File: src/rtl/pipe_delay_line.sv
// pipe_delay_line: parametrised register chain for aligning operand and control
// paths. The latency is selectable at run time, from 0 (combinational bypass)
// up to DEPTH enabled edges. A valid bit travels alongside each data stage.
//
// Ports:
//   clk       clock, rising edge
//   rst       asynchronous active-high reset, clears all state
//   ce        clock enable; the chain shifts only when high
//   clr       synchronous flush; has priority over ce
//   lat       selected latency 0..DEPTH; larger values clamp to DEPTH
//   din       data in
//   din_vld   data-in valid qualifier
//   dout      delayed data (tap selected combinationally by lat)
//   dout_vld  delayed valid
//   primed    selected tap holds data that entered after the last rst/clr/lat change
module pipe_delay_line #(
   parameter int unsigned WIDTH = 18,
   parameter int unsigned DEPTH = 4,
   parameter int unsigned LW    = $clog2(DEPTH + 1)
) (
   input  logic             clk,
   input  logic             rst,
   input  logic             ce,
   input  logic             clr,
   input  logic [LW-1:0]    lat,
   input  logic [WIDTH-1:0] din,
   input  logic             din_vld,
   output logic [WIDTH-1:0] dout,
   output logic             dout_vld,
   output logic             primed
);

   localparam logic [LW-1:0] DepthL = LW'(DEPTH);

   logic [WIDTH-1:0] stage_q [DEPTH];
   logic [DEPTH-1:0] vld_q;
   logic [LW-1:0]    fill_q;
   logic [LW-1:0]    lat_q;
   // Low only for the first edge after reset, so that edge just samples lat into
   // lat_q instead of counting as a latency change.
   logic             lat_init_q;
   logic [LW-1:0]    lat_c;
   logic             lat_chg;

   assign lat_c   = (lat > DepthL) ? DepthL : lat;
   assign lat_chg = lat_init_q && (lat_c != lat_q);

   always_ff @(posedge clk or posedge rst) begin
      if (rst) begin
         for (int k = 0; k < DEPTH; k++) begin
            stage_q[k] <= '0;
         end
         vld_q      <= '0;
         fill_q     <= '0;
         lat_q      <= '0;
         lat_init_q <= 1'b0;
      end else begin
         lat_q      <= lat_c;
         lat_init_q <= 1'b1;
         if (clr) begin
            for (int k = 0; k < DEPTH; k++) begin
               stage_q[k] <= '0;
            end
            vld_q  <= '0;
            fill_q <= '0;
         end else begin
            if (ce) begin
               stage_q[0] <= din;
               vld_q[0]   <= din_vld;
               for (int k = 1; k < DEPTH; k++) begin
                  stage_q[k] <= stage_q[k-1];
                  vld_q[k]   <= vld_q[k-1];
               end
            end
            // A latency change restarts priming even while stalled.
            if (lat_chg) begin
               fill_q <= '0;
            end else if (ce && (fill_q != DepthL)) begin
               fill_q <= fill_q + LW'(1);
            end
         end
      end
   end

   // Tap select; lat_c == 0 leaves the bypass defaults in place.
   always_comb begin
      dout     = din;
      dout_vld = din_vld;
      for (int k = 0; k < DEPTH; k++) begin
         if (lat_c == LW'(k + 1)) begin
            dout     = stage_q[k];
            dout_vld = vld_q[k];
         end
      end
   end

   assign primed = (fill_q >= lat_c);

endmodule

File: config.mk
export PLATFORM = sky130hd
export DESIGN_NAME = pipe_delay_line
export DESIGN_NICKNAME = d
export VERILOG_FILES = /design/src/rtl/pipe_delay_line.sv
export SDC_FILE = /design/constraint.sdc
export NUM_CORES = 1
export LEC_CHECK = 0
export BUFFER_PORTS_ARGS = -buffer_cell sky130_fd_sc_hd__buf_2
export CAP_MARGIN = 20
export CORE_MARGIN = 10
export CORE_UTILIZATION = 37
export CTS_CLUSTER_SIZE = 8
export DETAILED_ROUTE_END_ITERATION = 12
export GPL_TIMING_DRIVEN = 0
export PLACE_DENSITY = 0.6
export SYNTH_ARGS = -nofsm -noshare
export SYNTH_HDL_FRONTEND = slang
export SYNTH_SLANG_ARGS = --single-unit
File: constraint.sdc
create_clock -name clk -period 3.1 [get_ports clk]
set_input_delay 0.31 -clock clk [delete_from_list [all_inputs] [get_ports clk]]
set_output_delay 0.31 -clock clk [all_outputs]
set_load 0.01 [all_outputs]
# Word-level counts from Yosys, hierarchy flattened
# Cells that the tools add are included.
[totals] output_inout_bits=20 input_bits=26 reg_bits=83
[op_classes] add_sub_neg=1 muxes=16 n_eq_ne=6 reduce_logical=4 order_cmp=2
[ops] operator="two-way mux 72 bit" count=2
[ops] operator="two-way mux 18 bit" count=4
[ops] operator="two-way mux 3 bit" count=4
[ops] operator="two-way mux 4 bit" count=2
[ops] operator="equality test 3 x 2 -> 1 bit (second input constant)" count=2
[ops] operator="two-way mux 1 bit" count=4
[ops] operator="adder 3 x 1 -> 3 bit (second input constant)" count=1
[ops] operator="equality test 3 x 1 -> 1 bit (second input constant)" count=1
[ops] operator="equality test 3 bit (second input constant)" count=1
[ops] operator=">= comparator 3 bit" count=1
[ops] operator="> comparator 3 bit (second input constant)" count=1
[ops] operator="inequality test 3 bit" count=1
[ops] operator="inequality test 3 bit (second input constant)" count=1
[ops] operator="nonzero test 3 bit" count=1
[ops] operator="logical AND 1 bit" count=2
[ops] operator="nonzero test 2 bit" count=1

# Longest topological paths before layout
# Gate-level depths: netlist of the first run.
[depth] depth_word=7 ltp_mapped=7 ltp_nobuf=5

# Least setup slack after synthesis of the first run
# Ideal clock, no wire load.
[synth_timing] kind="in2out" start="input lat[0]" end="output primed" path_slack_ns=1.334 t_arrival_ns=1.456 n_path_buf=2 stages=7 cell_sequence="buf_6 > buf_6 > nor2b_1 > ha_1 > nand2b_1 > a21o_1 > a21o_1"
[synth_between] elab_chain_len=3
[synth_rtl] element="start, declared" line_no="25" text="input logic [LW-1:0] lat,"
[synth_rtl] element="> comparator 3 bit" line_no="45" text="assign lat_c = (lat > DepthL) ? DepthL : lat;"
[synth_rtl] element="two-way mux 3 bit *" line_no="45"
[synth_rtl] element="named net lat_c[0]" line_no="42" text="logic [LW-1:0] lat_c;"
[synth_rtl] element=">= comparator 3 bit *" line_no="97" text="assign primed = (fill_q >= lat_c);"
[synth_rtl] element="end, declared" line_no="30" text="output logic primed"
# The timed path passes the listed nets; every way through them passes the cells marked *.

# Worst setup path in the final report of the first run
[layout_timing] start="input lat[2]" end="output primed"
[layout_between] elab_chain_len=3
[layout_rtl] element="> comparator 3 bit" line_no="45"
[layout_rtl] element="two-way mux 3 bit" line_no="45"
[layout_rtl] element="named net lat_c[0]" line_no="42"
[layout_rtl] element=">= comparator 3 bit" line_no="97"
# The timed path passes the listed nets, and every way through them passes these cells.

==> impl_summary.md, run 1 <==
Clocking
The clock latency at the later pin of the worst-skew pair is 0.34 ns. TritonCTS built the clock tree. Once the clock tree was built, the resizer swapped 0 gates to a different size. The TritonCTS buffer count is 9.

The deepest level of the CTS H-tree is 3. The clock transition at the registers of the reported paths is 0.06 ns. For this design, the sink count on the clock tree is 83. The maximum number of buffers from clock root to sink is 2. The buffer type at the clock tree root is sky130_fd_sc_hd__clkbuf_16.

Hold path
The worst hold path begins at lat[2]. Counting instances, the worst hold path has a depth of 2. The tightest min-delay check is of the input pin to flip-flop type. The worst-case hold path end point is lat_q[2].

Setup path
In this run the critical register-to-register path is captured at fill_q[2]. The worst setup path is launched from an input pin. The worst setup path is captured at a primary output.

The required arrival time at the worst endpoint is 2.79 ns. In this run the critical register-to-register path is launched from fill_q[0]. The maximum fanout along the worst path is 10. The critical path in this run is classified as input pin to primary output.

The arrival time of the worst setup path is approximately 2.0 ns. Setup slack on the worst reg-to-reg path comes out at ~1.7 ns. The worst register-to-register path has a depth of 5.

Detailed routing
Using the TritonRoute via totals, the vias-per-cell ratio works out to 5.09. Detailed routing inserted a total of roughly 2.9k vias. The routed length per instance is 18.1 µm. The number of search-and-repair iterations in the first detailed-routing pass is 4. After detailed routing, the total wire length is between 10,000 and 15,000 µm. After the first detailed-routing iteration, the DRC count stood at 181. The number of DRC violations after detailed routing is 0. The detail route stage leaves a number of antenna-violating nets equal to 0.

Cells and area
The repair_antennas step left the layout with diodes totalling 0. The count of nets after finishing is 455. The area growth from synthesis to layout is 16.2%.

The share of layout cells above drive strength 1 is 0.215.

Synthesis
The main flop type after synthesis is sky130_fd_sc_hd__dfrtp_1. The number of unique standard cell types used by synthesis is 25. In this run the mean area of a mapped cell was about 11 µm². The synthesized design contains 0 enable-type register cells. The share of flip-flops with an asynchronous set or reset is 1.00. The number of synthesized register bits is 83. The number of warning messages in the yosys log is 0. The post-synthesis instance total is 368.

The sequential element share of the synthesized area is 0.499. By area the synthesized netlist is led by sky130_fd_sc_hd__dfrtp_1 50%, sky130_fd_sc_hd__mux2i_1 19%, sky130_fd_sc_hd__mux4_2 9.2%. Of all cell types, the one taking the most synthesized area is sky130_fd_sc_hd__dfrtp_1. In this run the cell area of the synthesized design comes to 0.00416 mm². The synthesized net count is 399.

The proportion of netlist area held by the largest area contributor is 0.499.

Global route
For this run, global-route usage on met3 was measured as 0.0285. The initial antenna violation count came to 0. The number of global-route vias before repair was 2,962.

The busiest metal layer after global routing is met2. The first global-routing pass estimated approximately 16,000 µm of wire. In the global route stage, met1 resource usage came out at 0.170.

Entering global routing, the biggest net connects 73 pins. The global router's overall resource usage is 0.130. The total global routing overflow is 0. The met2 capacity usage during global routing is 0.203.

STA
The peak clock frequency supported by timing is 0.439 GHz. The worst setup slack after layout is 0.825 ns. The number of failing hold endpoints at the final stage was 0. Measured against its own limit, the worst slew margin works out to 0.578.

The transition time at the pin with the least slew margin is 0.633 ns. Setup violations remaining at the end of the flow were counted as 0. Setup repair after global routing left no endpoint under its margin. The routed design could run at a clock period as short as 2.28 ns. The setup skew after layout is 0.00640 ns.

Of the available clock period, the critical path in the final layout requires 0.734. On the final layout, the worst hold slack is 0.233 ns. Setup total negative slack on the finished layout was measured at 0 ns. The count of pins over their slew limit is 0.

Power
The worst-case IR drop observed on VDD is 0.000186 V. The cell leakage power is approximately 0.0025 µW. For this design the ratio of total power to cell area is 489 mW/mm².

Placed design
The HPWL after detailed placement is 6780 µm. Buffers placed on the I/O ports in this run total 43. The congestion estimate from routability-driven global placement came to 0.780. The pre-CTS setup slack is 0.821 ns.

Die
The die is 126 µm tall. The horizontal extent of the die is 126 µm. In this run the core area contains 38 standard-cell rows. The top-level port count is 46. The initial cell density of the core is 0.381. The core region is 0.0109 mm². The die covers 0.0159 mm².

Job
Across the run, the number of max-cap violations was 0.

Run status
The run finished with clean final reports.
-- layout make-up --
class	count	area, µm²
sequential	83	2080
tap	140	175
clock inverter	1	5.00
fill	1066	6100
inverter	5	21.3
multi-input combinational	253	1910
timing repair buffer	45	253
buffer	27	160
clock buffer	10	239
-- kinds of logic (layout without fill, tap and decap cells) --
family,count (synthesis),after routing,synth area share
AOI/OAI and AO/OA,8,8,0.0147
xor gates and xnor gates,3,3,0.00632
adders and majority gates,5,5,0.0150
buffers and inverters,32,88,0.0430
DFF,83,83,0.499
muxes,96,96,0.290
other,1,1,0.000901
and+or+nand+nor,140,140,0.131
-- worst max-delay path, stage by stage --
cell                       delay [ns]
sky130_fd_sc_hd__buf_2           0.14
sky130_fd_sc_hd__clkbuf_1        0.46
sky130_fd_sc_hd__nor2b_1         0.15
sky130_fd_sc_hd__ha_1            0.29
sky130_fd_sc_hd__nand2b_1        0.14
sky130_fd_sc_hd__a21o_1          0.17
sky130_fd_sc_hd__a21o_1          0.16
sky130_fd_sc_hd__buf_2           0.13
-- worst max path at each step --
stage,endpoint,from,slack [ns],depth (start not counted)
3_3_place_gp,stage_q[57],rst,-0.41,2
2_1_floorplan,fill_q[0],rst,0.65,1
4_1_cts,primed,lat[2],0.81,8
3_5_place_dp,primed,lat[2],0.82,8
6_report,primed,lat[2],0.82,8
5_1_grt,primed,lat[2],0.71,8
-- placed cells by master, fill, tap and decap left out, types with 2 or more instances in the layout --
master / synthesis / final
sky130_fd_sc_hd__a21o_1: 3 / 3
sky130_fd_sc_hd__a21oi_1: 2 / 2
sky130_fd_sc_hd__buf_2: 8 / 51
sky130_fd_sc_hd__buf_4: 5 / 5
sky130_fd_sc_hd__buf_6: 4 / 4
sky130_fd_sc_hd__clkbuf_1: 10 / 10
sky130_fd_sc_hd__clkbuf_16: 0 / 9
sky130_fd_sc_hd__dfrtp_1: 83 / 83
sky130_fd_sc_hd__ha_1: 5 / 5
sky130_fd_sc_hd__inv_1: 5 / 4
sky130_fd_sc_hd__mux2i_1: 77 / 77
sky130_fd_sc_hd__mux4_1: 2 / 2
sky130_fd_sc_hd__mux4_2: 17 / 17
sky130_fd_sc_hd__nand2_1: 58 / 58
sky130_fd_sc_hd__nor2_1: 76 / 76
sky130_fd_sc_hd__xnor2_1: 3 / 3
-- where the power goes --
part | internal [µW] | switching, µW | total (µW) | leakage [µW]
combinational | 125 | 162 | 287 | 0.00128
sequential | 1120 | 23.2 | 1140 | 0.00113
clock | 540 | 397 | 936 | 0.000122
-- state kept, by name, indices dropped and copies added (netlist names) --
| signal | count |
|---|---|
| stage_q | 72 |
| fill_q | 3 |
| vld_q | 4 |
| lat_q | 3 |
| lat_init_q | 1 |
-- layer usage --
| layer | part of all wire | vias up |
|---|---|---|
| li1 | - | 1363 |
| met5 | 0 | - |
| met3 | 0.042 | 18 |
| met4 | 0.021 | 0 |
| met2 | 0.47 | 59 |
| met1 | 0.47 | 1431 |
-- cell usage after synthesis, types with 2 or more instances --
library cell,n
sky130_fd_sc_hd__mux2i_1,77
sky130_fd_sc_hd__a21oi_1,2
sky130_fd_sc_hd__nor2_1,76
sky130_fd_sc_hd__inv_1,5
sky130_fd_sc_hd__ha_1,5
sky130_fd_sc_hd__buf_4,5
sky130_fd_sc_hd__dfrtp_1,83
sky130_fd_sc_hd__a21o_1,3
sky130_fd_sc_hd__xnor2_1,3
sky130_fd_sc_hd__mux4_2,17
sky130_fd_sc_hd__nand2_1,58
sky130_fd_sc_hd__buf_6,4
sky130_fd_sc_hd__mux4_1,2
sky130_fd_sc_hd__buf_2,8
sky130_fd_sc_hd__clkbuf_1,10
-- timing repair --
| action | 4_1_cts | 5_1_grt |
|---|---|---|
| hold buffers | 1 | 0 |
| hold endpoints to repair | 11 | 0 |
| buffers inserted | 0 | 0 |
-- through the flow --
stage | power, µW | area (µm²) | utilization | cells
2_1_floorplan | 1350 | 4160 | - | 368
3_3_place_gp | 1440 | 4550 | 0.416 | 551
3_5_place_dp | 1450 | 4580 | 0.419 | 552
4_1_cts | 2390 | 4840 | 0.442 | 564
5_1_grt | 2460 | 4840 | 0.442 | 564
6_report | 2360 | 4840 | 0.442 | 564
Power figures use the tool's default switching activity.
==> run 2, diff against run 1 <==
- clock period: 3.1 -> 2.3 ns (I/O delays scaled with it)
==> run 2 against run 1 <==
Clock skew barely moved; setup slack worse by 0.67 ns; sequential share of layout area is 0.57 points lower; via count shrank 1.1%; die area unchanged; combinational power up 36%; critical path depth unchanged; hold slack got worse by 0.083 ns; total power grew 42%; critical path type unchanged; sequential power rose by 34%; global-route usage is 0.17 points lower; final cell count up 1.1%; largest cell class unchanged.
==> impl_summary.md, run 2 (synthesized netlist as in run 1, its figures left out) <==
Clocking
The TritonCTS buffer count came to 9 (unchanged). The clock transition at the registers of the reported paths is 0.06 ns (about the same). The buffer type at the clock tree root is sky130_fd_sc_hd__clkbuf_16 (unchanged).

The clock tree from TritonCTS is yes (unchanged). The clock latency at the later pin of the worst-skew pair was 0.34 ns (about the same). The deepest level of the CTS H-tree was 3 (unchanged). The clock sink count is 83 (unchanged). The maximum number of buffers from clock root to sink was 2 (unchanged).

The number of gates resized after cts was 0 (unchanged).

Setup path
The maximum fanout along the worst path was 10 (unchanged). The delay of the slowest critical-path stage was 0.49 ns (was 0.46 ns). The arrival time of the worst setup path is 1.92 ns (was 1.97 ns). Worst-path cell chain: buf_2 > clkbuf_1 > nor2b_1 > ha_1 > nand2b_1 > a21o_1 > a21o_1 > buf_2 (unchanged). The required arrival time at the worst endpoint is 2.07 ns (was 2.79 ns). The class of the most critical setup path is input pin to primary output (unchanged). The origin of the critical flop-to-flop path is fill_q[0] (unchanged). The worst setup path startpoint was lat[2] (unchanged). The startpoint type of the worst setup path is an input pin (unchanged). The kind of capture point of the worst setup path is a primary output (unchanged). The slowest cell on the critical path was sky130_fd_sc_hd__clkbuf_1 (unchanged).

Cells and area
The antenna cell count is 0 (unchanged). The number of filler cells placed in the layout is 1,055 (was 1,066). The leading cell type in the layout, fill and taps excluded is sky130_fd_sc_hd__dfrtp_1 (unchanged).

The core occupancy in the finished layout is 0.448 (was 0.442). Largest registers: stage_q (72), vld_q (4) (unchanged). The final instance count without filler cells was 570 (was 564).

The register with the most flip-flops is stage_q (unchanged). The count of nets after finishing is 456 (was 455). The share of layout cells above drive strength 1 is 0.223 (was 0.215). The flip-flop count of the largest register, all copies and words added came to 72 (unchanged). The area growth from synthesis to layout is 17.8% (was 16.2%). Most frequent cells in the layout: 83 x sky130_fd_sc_hd__dfrtp_1, 77 x sky130_fd_sc_hd__mux2i_1, 76 x sky130_fd_sc_hd__nor2_1 (unchanged).

Detailed routing
The number of DRC violations after detailed routing is 0 (unchanged). The final routed wirelength across all metal layers is 10,200 µm (about the same). The detailed-route vias per instance is 4.98 (was 5.09).

The antenna violation net count after detailed routing is 0 (unchanged). The number of DRC markers after the initial detailed-route iteration is 126 (was 181). The routed length per instance came to 17.9 µm (was 18.1 µm). The number of search-and-repair iterations in the first detailed-routing pass is 4 (unchanged). The via count of the routed design came to 2,838 (was 2,871).

Placed design
The count of input and output buffers came to 43 (unchanged). The half-perimeter wire length after placement is 6940 µm (was 6780 µm). The placed instance count is 553 (was 552).

The routability congestion estimate came to 0.760 (was 0.780).

STA
The transition time at the pin with the least slew margin is 0.712 ns (was 0.633 ns). The count of pins over their slew limit was 0 (unchanged). The setup TNS after final layout is 0 ns (unchanged).

The setup skew after layout is 0.00597 ns (was 0.00640 ns). The number of failing hold endpoints at the final stage came to 0 (unchanged). Counting I/O delays and the setup requirement, the final critical path takes 2.15 ns. The total setup violations reported at the end of the flow is 0 (unchanged). The max-slew headroom at the worst pin is 0.526 (was 0.578). Unrepaired setup endpoints after global routing: no (unchanged). In the finished design, the share of the clock period the worst path needs comes to 0.935. The peak clock frequency supported by timing is roughly 0.47 GHz.

Global route
The number of global-route vias before repair is 2,995 (was 2,962). The total global routing overflow is 0 (unchanged). The wire length of the first global-routing pass is 16,200 µm (was 16,500 µm).

The global router's overall resource usage is 0.129 (was 0.130). The initial antenna violation count is 0 (unchanged). The largest net degree at the start of global routing is 37 (was 73).

Hold path
The class of the most critical hold timing path is input pin to flip-flop (unchanged). The startpoint of the lowest-slack hold path is lat[2] (unchanged).

Die
The initial cell density of the core is 0.381 (unchanged). The top-level port count came to 46 (unchanged). The area inside the core boundary is 0.0109 mm² (unchanged).

The vertical die dimension is 126 µm (unchanged). The area enclosed by the die boundary is 0.0159 mm² (unchanged). The standard-cell row count is 38 (unchanged).

The horizontal extent of the die is 126 µm (unchanged).

Power
The maximum vdd ir drop is 0.000285 V (was 0.000186 V). The cell leakage power came to 0.00256 µW (was 0.00254 µW). The power density normalized to cell area is 686 mW/mm² (was 489 mW/mm²).

Job
The number of violations of the max-capacitance limit was 0 (unchanged).

Run status
Run status: complete, no violations (unchanged).
## run 2: where the power goes
group	total [µW]	internal, µW	switching [µW]
registers	1530	1500	31.1
clock network	1430	865	570
logic	391	171	220
total	3360	2540	821
## run 2: metal layers
metal	track usage	vias up	wire [µm]
li1	-	1361	-
met1	0.160	1425	4620
met2	0.214	40	5120
met3	0.0260	12	316
met4	0.0522	0	158
met5	0	-	0
## run 2: what timing repair did
| action | CTS | global route |
|---|---|---|
| buffers inserted | 0 | 0 |
| endpoints found under the hold margin | 12 | 0 |
| setup endpoints to repair | 0 | 0 |
| hold buffers | 1 | 0 |
## run 2: path summary, 6_finish.rpt
path                          endpoint  slack (ns)  cells past startpoint
min reg2reg                 stage_q[8]        0.52                      2
max in group asynchronous     vld_q[2]        1.18                      5
min in group asynchronous  stage_q[14]        0.40                      3
max reg2reg                  fill_q[2]        0.92                      5
max                             primed        0.15                      8
min                           lat_q[2]        0.15                      2
## run 2: cell type report
cell class,count,area [µm²],share of cell area
flip-flops and latches,83,2080,0.424
multi-input cells,253,1910,0.389
repair buffers,46,265,0.0541
clock buffers,11,243,0.0495
well taps,140,175,0.0357
plain buffers,27,160,0.0327
clock inverters,5,52.6,0.0107
inverters,5,22.5,0.00460
## run 2: through the flow
step | hold WS [ns] | area [µm²] | worst slack, ns | power [µW]
finish | 0.150 | 4900 | 0.150 | 3360
global route | 0.164 | 4900 | 0.0736 | 3490
CTS | 0.144 | 4900 | 0.157 | 3390
detailed placement | 0.214 | 4600 | 0.167 | 1960
global placement | 0.489 | 4560 | 0.178 | 1940
floorplan | 0.328 | 4170 | 0.694 | 1820
## run 2: worst max-delay path: cells and delay by family
kind | cells | cell delay (ns)
compound gates | 2 | 0.33
buf+inv | 3 | 0.75
fa+ha+maj | 1 | 0.30
simple gates | 2 | 0.30
